$ cat src/rtl/adrv9009_rx_pkg.sv
// Shared constants, types and helpers for the ADRV9009 Rx half-band path.
// Default coefficient set is the 11-tap decimating half-band (DC gain 1.0).
package adrv9009_rx_pkg;

   localparam int HB_DATA_W = 16;
   localparam int HB_COEF_W = 16;
   localparam int HB_NTAPS  = 11;

   localparam logic [3*HB_COEF_W-1:0] HB_SIDE_COEFS =
      {16'sd576, -16'sd2464, 16'sd10080};
   localparam logic signed [HB_COEF_W-1:0] HB_CENTER_COEF = 16'sd16384;

   typedef logic signed [HB_DATA_W-1:0] sample_t;

   function automatic int clog2(input int v);
      int r;
      r = 0;
      while ((1 << r) < v) r = r + 1;
      return r;
   endfunction

   function automatic int hb_lat(input int nside);
      return 3 + clog2(nside + 1);
   endfunction

   function automatic int hb_acc_w(input int dw, input int cw, input int nside);
      return dw + cw + 1 + clog2(nside + 1);
   endfunction

endpackage

$ cat src/rtl/adrv9009_hb_mac.sv
// Per-channel half-band datapath: delay line, pre-add, multiply, adder tree,
// round/limit. Saturating limit when ADRV9009_HB_DEC_SAT_EN is defined.
module adrv9009_hb_mac
   import adrv9009_rx_pkg::*;
#(
   parameter int DATA_W = 16,
   parameter int COEF_W = 16,
   parameter int NTAPS  = 11,
   parameter logic [((NTAPS+1)/4)*COEF_W-1:0] SIDE_COEFS = HB_SIDE_COEFS,
   parameter logic signed [COEF_W-1:0] CENTER_COEF = HB_CENTER_COEF
) (
   input  logic              clk,
   input  logic              reset_n,
   input  logic              shift,
   input  logic              clr,
   input  logic              ld,
   input  logic [DATA_W-1:0] din,
   output logic [DATA_W-1:0] dout
);

   localparam int NSIDE = (NTAPS + 1) / 4;
   localparam int C     = (NTAPS - 1) / 2;
   localparam int PW    = DATA_W + 1;
   localparam int MW    = DATA_W + COEF_W + 1;
   localparam int ACC_W = hb_acc_w(DATA_W, COEF_W, NSIDE);
   localparam int S     = clog2(NSIDE + 1);
   localparam int P     = 1 << S;

   localparam logic signed [ACC_W-1:0] HALF =
      {{(ACC_W-COEF_W+1){1'b0}}, 1'b1, {(COEF_W-2){1'b0}}};

   logic signed [DATA_W-1:0] dl   [NTAPS-1];
   logic signed [DATA_W-1:0] win  [NTAPS];
   logic signed [PW-1:0]     pa   [NSIDE];
   logic signed [DATA_W-1:0] pc;
   logic signed [MW-1:0]     pm   [NSIDE];
   logic signed [MW-2:0]     pcm;
   logic signed [ACC_W-1:0]  term [P];
   logic signed [ACC_W-1:0]  node [P-1];
   logic signed [ACC_W-1:0]  rnd;
   logic signed [DATA_W-1:0] lim;

   // The live input is tap 0, so the launching sample is in its own window.
   always_comb begin
      win[0] = din;
      for (int k = 1; k < NTAPS; k++) win[k] = dl[k-1];
   end

   always_ff @(posedge clk or negedge reset_n) begin
      if (!reset_n) begin
         for (int k = 0; k < NTAPS-1; k++) dl[k] <= '0;
      end else if (clr) begin
         for (int k = 0; k < NTAPS-1; k++) dl[k] <= '0;
      end else if (shift) begin
         dl[0] <= din;
         for (int k = 1; k < NTAPS-1; k++) dl[k] <= dl[k-1];
      end
   end

   always_ff @(posedge clk or negedge reset_n) begin
      if (!reset_n) begin
         for (int j = 0; j < NSIDE; j++) begin
            pa[j] <= '0;
            pm[j] <= '0;
         end
         pc  <= '0;
         pcm <= '0;
      end else begin
         for (int j = 0; j < NSIDE; j++) begin
            pa[j] <= $signed({win[C-2*j-1][DATA_W-1], win[C-2*j-1]})
                   + $signed({win[C+2*j+1][DATA_W-1], win[C+2*j+1]});
            pm[j] <= MW'(pa[j])
                   * MW'($signed(SIDE_COEFS[j*COEF_W +: COEF_W]));
         end
         pc  <= win[C];
         pcm <= (MW-1)'(pc) * (MW-1)'(CENTER_COEF);
      end
   end

   always_comb begin
      term = '{default: '0};
      for (int j = 0; j < NSIDE; j++) term[j] = ACC_W'(pm[j]);
      term[NSIDE] = ACC_W'(pcm);
   end

   // Level s of the tree lives at node[P-(P>>(s-1)) +: P>>s].
   always_ff @(posedge clk or negedge reset_n) begin
      if (!reset_n) begin
         for (int n = 0; n < P-1; n++) node[n] <= '0;
      end else begin
         for (int k = 0; k < P/2; k++)
            node[k] <= term[2*k] + term[2*k+1];
         for (int s = 2; s <= S; s++)
            for (int k = 0; k < (P >> s); k++)
               node[P-(P>>(s-1))+k] <= node[P-(P>>(s-2))+2*k]
                                     + node[P-(P>>(s-2))+2*k+1];
      end
   end

   assign rnd = node[P-2] + HALF;

`ifdef ADRV9009_HB_DEC_SAT_EN
   localparam logic signed [ACC_W-1:0] MAXV =
      {{(ACC_W-DATA_W+1){1'b0}}, {(DATA_W-1){1'b1}}};
   localparam logic signed [ACC_W-1:0] MINV =
      {{(ACC_W-DATA_W+1){1'b1}}, {(DATA_W-1){1'b0}}};

   logic signed [ACC_W-1:0] shr;

   always_comb begin
      shr = rnd >>> (COEF_W - 1);
      lim = shr[DATA_W-1:0];
      if (shr > MAXV)      lim = MAXV[DATA_W-1:0];
      else if (shr < MINV) lim = MINV[DATA_W-1:0];
   end
`else
   always_comb begin
      lim = DATA_W'(rnd >>> (COEF_W - 1));
   end
`endif

   always_ff @(posedge clk or negedge reset_n) begin
      if (!reset_n)  dout <= '0;
      else if (ld)   dout <= lim;
   end

endmodule

$ cat src/rtl/adrv9009_hb_dec.sv
// Half-band decimate-by-2 for one I/Q pair; shared phase and valid pipeline.
// Define ADRV9009_HB_DEC_SAT_EN for saturating output instead of wrap.
module adrv9009_hb_dec
   import adrv9009_rx_pkg::*;
#(
   parameter int DATA_W = 16,
   parameter int COEF_W = 16,
   parameter int NTAPS  = 11,
   parameter logic [((NTAPS+1)/4)*COEF_W-1:0] SIDE_COEFS = HB_SIDE_COEFS,
   parameter logic signed [COEF_W-1:0] CENTER_COEF = HB_CENTER_COEF
) (
   input  logic              clk,
   input  logic              reset_n,
   input  logic              sync_clr,
   input  logic              in_valid,
   input  logic [DATA_W-1:0] in_i,
   input  logic [DATA_W-1:0] in_q,
   output logic              out_valid,
   output logic [DATA_W-1:0] out_i,
   output logic [DATA_W-1:0] out_q
);

   localparam int NSIDE = (NTAPS + 1) / 4;
   localparam int LAT   = hb_lat(NSIDE);

   if (NTAPS < 7 || ((NTAPS + 1) % 4) != 0) begin : g_bad_ntaps
      $error("adrv9009_hb_dec: NTAPS must be 4M-1 with M>=2");
   end

   logic           phase;
   logic [LAT-1:0] vld;
   logic           accept;
   logic           launch;
   logic           ld;

   assign accept    = in_valid & ~sync_clr;
   assign launch    = accept & phase;
   assign ld        = vld[LAT-2] & ~sync_clr;
   assign out_valid = vld[LAT-1];

   always_ff @(posedge clk or negedge reset_n) begin
      if (!reset_n) begin
         phase <= 1'b0;
         vld   <= '0;
      end else if (sync_clr) begin
         phase <= 1'b0;
         vld   <= '0;
      end else begin
         if (accept) phase <= ~phase;
         vld <= {vld[LAT-2:0], launch};
      end
   end

   adrv9009_hb_mac #(
      .DATA_W(DATA_W), .COEF_W(COEF_W), .NTAPS(NTAPS),
      .SIDE_COEFS(SIDE_COEFS), .CENTER_COEF(CENTER_COEF)
   ) u_mac_i (
      .clk(clk), .reset_n(reset_n), .shift(accept), .clr(sync_clr),
      .ld(ld), .din(in_i), .dout(out_i)
   );

   adrv9009_hb_mac #(
      .DATA_W(DATA_W), .COEF_W(COEF_W), .NTAPS(NTAPS),
      .SIDE_COEFS(SIDE_COEFS), .CENTER_COEF(CENTER_COEF)
   ) u_mac_q (
      .clk(clk), .reset_n(reset_n), .shift(accept), .clr(sync_clr),
      .ld(ld), .din(in_q), .dout(out_q)
   );

endmodule
$ cat config.mk
export PLATFORM = sky130hd
export DESIGN_NAME = adrv9009_hb_dec
export DESIGN_NICKNAME = d
export VERILOG_FILES = /design/src/rtl/adrv9009_rx_pkg.sv /design/src/rtl/adrv9009_hb_mac.sv /design/src/rtl/adrv9009_hb_dec.sv
export SDC_FILE = /design/constraint.sdc
export NUM_CORES = 2
export LEC_CHECK = 0
export BUFFER_PORTS_ARGS = -buffer_cell sky130_fd_sc_hd__buf_4
export CORE_ASPECT_RATIO = 0.9
export CORE_MARGIN = 3
export CORE_UTILIZATION = 55
export DETAILED_ROUTE_END_ITERATION = 8
export PLACE_DENSITY = 0.71
export SLEW_MARGIN = 15
export SYNTH_ARGS = -nofsm -noshare
export SYNTH_HDL_FRONTEND = slang
export SYNTH_SLANG_ARGS = --single-unit
$ cat constraint.sdc
create_clock -name clk -period 6.9 [get_ports clk]
set_input_delay 1.035 -clock clk [delete_from_list [all_inputs] [get_ports clk]]
set_output_delay 1.035 -clock clk [all_outputs]
set_load 0.02 [all_outputs]
==> impl_results.md <==
* Status: complete, no violations
* Synth-to-layout area growth at 10.12%
* Static leakage at 28.65 nW
* DRC at 0
* Vias in the first global route at 32.13k
* Final core utilization at 61.49%
* Register area share after synthesis at 40.81%
* Root buf cell: clkbuf_16
* Reg area at 20,120 um2
* Critical path type: reg2reg
* Post_cts resized at 0
* Synth Instances at 4,587
* Core Area at 88,280 um2
* Commonest non-fill, non-tap cell in the layout: dfrtp_1
* Initial antenna violation count at 14
* Reg clk slew, reported paths at 0.06 ns
* Unrepaired setup endpoints after global routing: no
* #FFs+latches synth at 804
* Filler Cell Count at 7,145
* Max-Cap Viols at 0
* Routed Antenna Nets at 0
* Via count at 31.94k
* Ys async rst share at 100.0%
* Fin crit period at 5.156 ns
* Hold buffers post-CTS at 0
* Peak Freq at 0.1939 GHz
* Layout Skew at 0.03542 ns
* Largest net degree at the start of global routing at 186
* Syn_nets at 5,443
* Power per cell area at 254.6 nW/um2
* Main flop type after synthesis: dfrtp_1
* Yosys warns at 0
* Count of different cell masters after synthesis at 66
* DR vias/cell at 5.414
* GPL Wtd Cong at 0.8607
* Clock sinks at 804
* Worst IR Drop VDD at 0.0002059 V
* Crit start category: register
* Die Ht at 290.0 um
* Die area at 93,260 um2
* Final setup fails at 0
* Worst slew pin tran at 1.026 ns
* Crit path capture type: register
* DIE WIDTH at 321.6 um
* Most frequent cells in the layout: dfrtp_1, ha_1, inv_1
* Layout Nets at 5,522
* CTS HTree Levels at 3
* Share of layout cells above drive strength 1 at 5.674%
* CTS Buffer Depth at 3
* Period utilization at 74.73%
* Number of flops mapped to enable cells by yosys at 0
* Max-slew violations at 0
* Starting Density at 55.84%
* First-pass GRT wire length at 167,000 um
* WL/cell at 17.04 um
* Total CTS buffers at 87
* Row count at 103
* Worst Path Max Fanout at 6
* I/O pin count at 69
* Setup bufs post-CTS at 0
* Area of the multi-input gates at 26,800 um2
* Worst path arrival time at 5.72 ns
* Latest clock arrival within the worst-skew pair at 0.67 ns
* Initial drt markers at 1,982
* Hold/Removal Path Class: reg2reg
* Global route overflow at 0
* Final hold violations at 0
* Max-slew headroom at 31.58%
* CTS tree: done
* PortBufs at 68
* Syn Area/Cell at 10.75 um2
* Post-Syn Area at 49,300 um2
* DR pass1 iterations at 5
* Post-DP HPWL at 76,320 um
* CP required at 7.46 ns
* Routed WL at 100,500 um
* Tot GR Track Use at 22.17%
* Setup_tns at 0 ns
[report_power, final]
part / internal, mW / switching [mW]
clock network: 3.00 / 2.00
registers: 5.26 / 0.326
logic: 1.37 / 1.87
[per-layer routing]
metal	routed length [um]	track usage, %	vias up
met5	0	0	-
met4	1668	4.656	0
met3	4137	2.908	115
met2	41580	31.78	522
met1	53140	35.83	15646
li1	-	-	15656
[flip-flops by register name, summed over array words and instances, names as in the netlist]
signal / count
u_mac_q.node: 67
u_mac_i.pc: 16
u_mac_i.dl: 160
u_mac_i.node: 67
phase: 1
vld: 5
u_mac_q.pa: 51
u_mac_q.pc: 16
u_mac_i.pcm: 16
u_mac_i.pm: 73
u_mac_q.pcm: 16
u_mac_q.pm: 73
u_mac_q.dl: 160
u_mac_i.pa: 51
u_mac_q.dout: 16
u_mac_i.dout: 16
[kinds of logic after synthesis]
group,Yosys count,share of synthesized area (%)
and+or+nand+nor,991,8.838
DFF,804,40.81
adders and majority gates,820,24.16
AOI/OAI and AO/OA,678,8.774
xor gates and xnor gates,327,5.810
buffers and inverters,634,4.827
muxes,333,6.777
[area by class of cell]
cell class,instances,area share (%)
Clock inverter,47,1.187
Tap cell,1155,2.662
Timing Repair Buffer,80,1.263
Multi-Input combinational cell,3149,49.37
Clock buffer,117,4.681
Inverter,544,3.761
Sequential cell,804,37.06
Antenna cell,3,0.01383
[final timing paths]
check | start | end | slack [ns] | cells after the start
min in group asynchronous | reset_n | u_mac_i.node[30] | 0.38 | 1
setup reg to reg | u_mac_q.pa[44] | u_mac_q.pm[92] | 1.74 | 19
setup / recovery | u_mac_q.pa[44] | u_mac_q.pm[92] | 1.74 | 19
max in group asynchronous | reset_n | u_mac_i.dl[151] | 5.00 | 2
hold reg to reg | u_mac_q.pc[0] | u_mac_q.pcm[14] | 0.34 | 0
hold / removal | u_mac_q.pc[0] | u_mac_q.pcm[14] | 0.34 | 0
[through the flow]
stage / area, um2 / instances / hold WS (ns) / total power, mW / setup slack (ns)
4_1_cts: 54280 / 5896 / 0.3408 / 13.98 / 1.734
2_1_floorplan: 49300 / 4587 / 0.3312 / 7.940 / 2.047
3_5_place_dp: 51090 / 5732 / 0.3347 / 8.890 / 1.773
5_1_grt: 54280 / 5896 / 0.3481 / 14.64 / 1.482
3_3_place_gp: 51090 / 5732 / 0.3316 / 8.836 / 1.821
6_report: 54290 / 5899 / 0.3390 / 13.82 / 1.744
[cell usage after synthesis, types with 5 or more instances]
cell       count  area, um2
nand2b_1      28      175.2
a41oi_1        5      43.79
or3_1         16      100.1
o211ai_1       6      45.04
o2111ai_1     10      87.58
a31oi_1       26      162.7
buf_1         33      123.9
o21ai_0      148      740.7
a2111oi_0     13      113.9
nor2_1       502       1884
dfrtp_1      804      20120
xor2_1        83      727.0
a21boi_0       8      60.06
a41o_1         8      80.08
nand4_1       26      162.7
a21oi_1      206       1031
a31o_2         7      61.31
mux2i_1      327       3273
mux2_2         6      67.56
nor3_1        88      440.4
nand3_1       74      370.4
o22ai_1        7      43.79
a211oi_1      15      112.6
a211o_1        7      61.31
fa_1         220       4404
nor2b_1       34      212.7
clkbuf_1      57      214.0
a21o_1        79      593.1
and3_1        20      125.1
ha_1         600       7507
o21bai_1      38      285.3
o41ai_1        6      52.55
o21a_1        40      300.3
xnor2_1      244       2137
and2_1        11      68.82
or2_2          8      50.05
inv_1        544       2042
nand2_1      166      623.1
o31ai_1        7      52.55
[critical path: stages (launching register included)]
cell and delay [ns]:
dfrtp_1 0.51, ha_1 0.34, inv_1 0.05, fa_1 0.49
inv_1 0.05, fa_1 0.45, fa_1 0.51, inv_1 0.05
fa_1 0.47, inv_1 0.04, ha_1 0.32, and2_1 0.18
or2_2 0.26, a21o_1 0.17, a21oi_1 0.14, inv_1 0.06
or4_1 0.45, a31o_1 0.24, a21oi_2 0.15, xnor2_1 0.12
No activity file was read; power rests on OpenSTA's default activity.
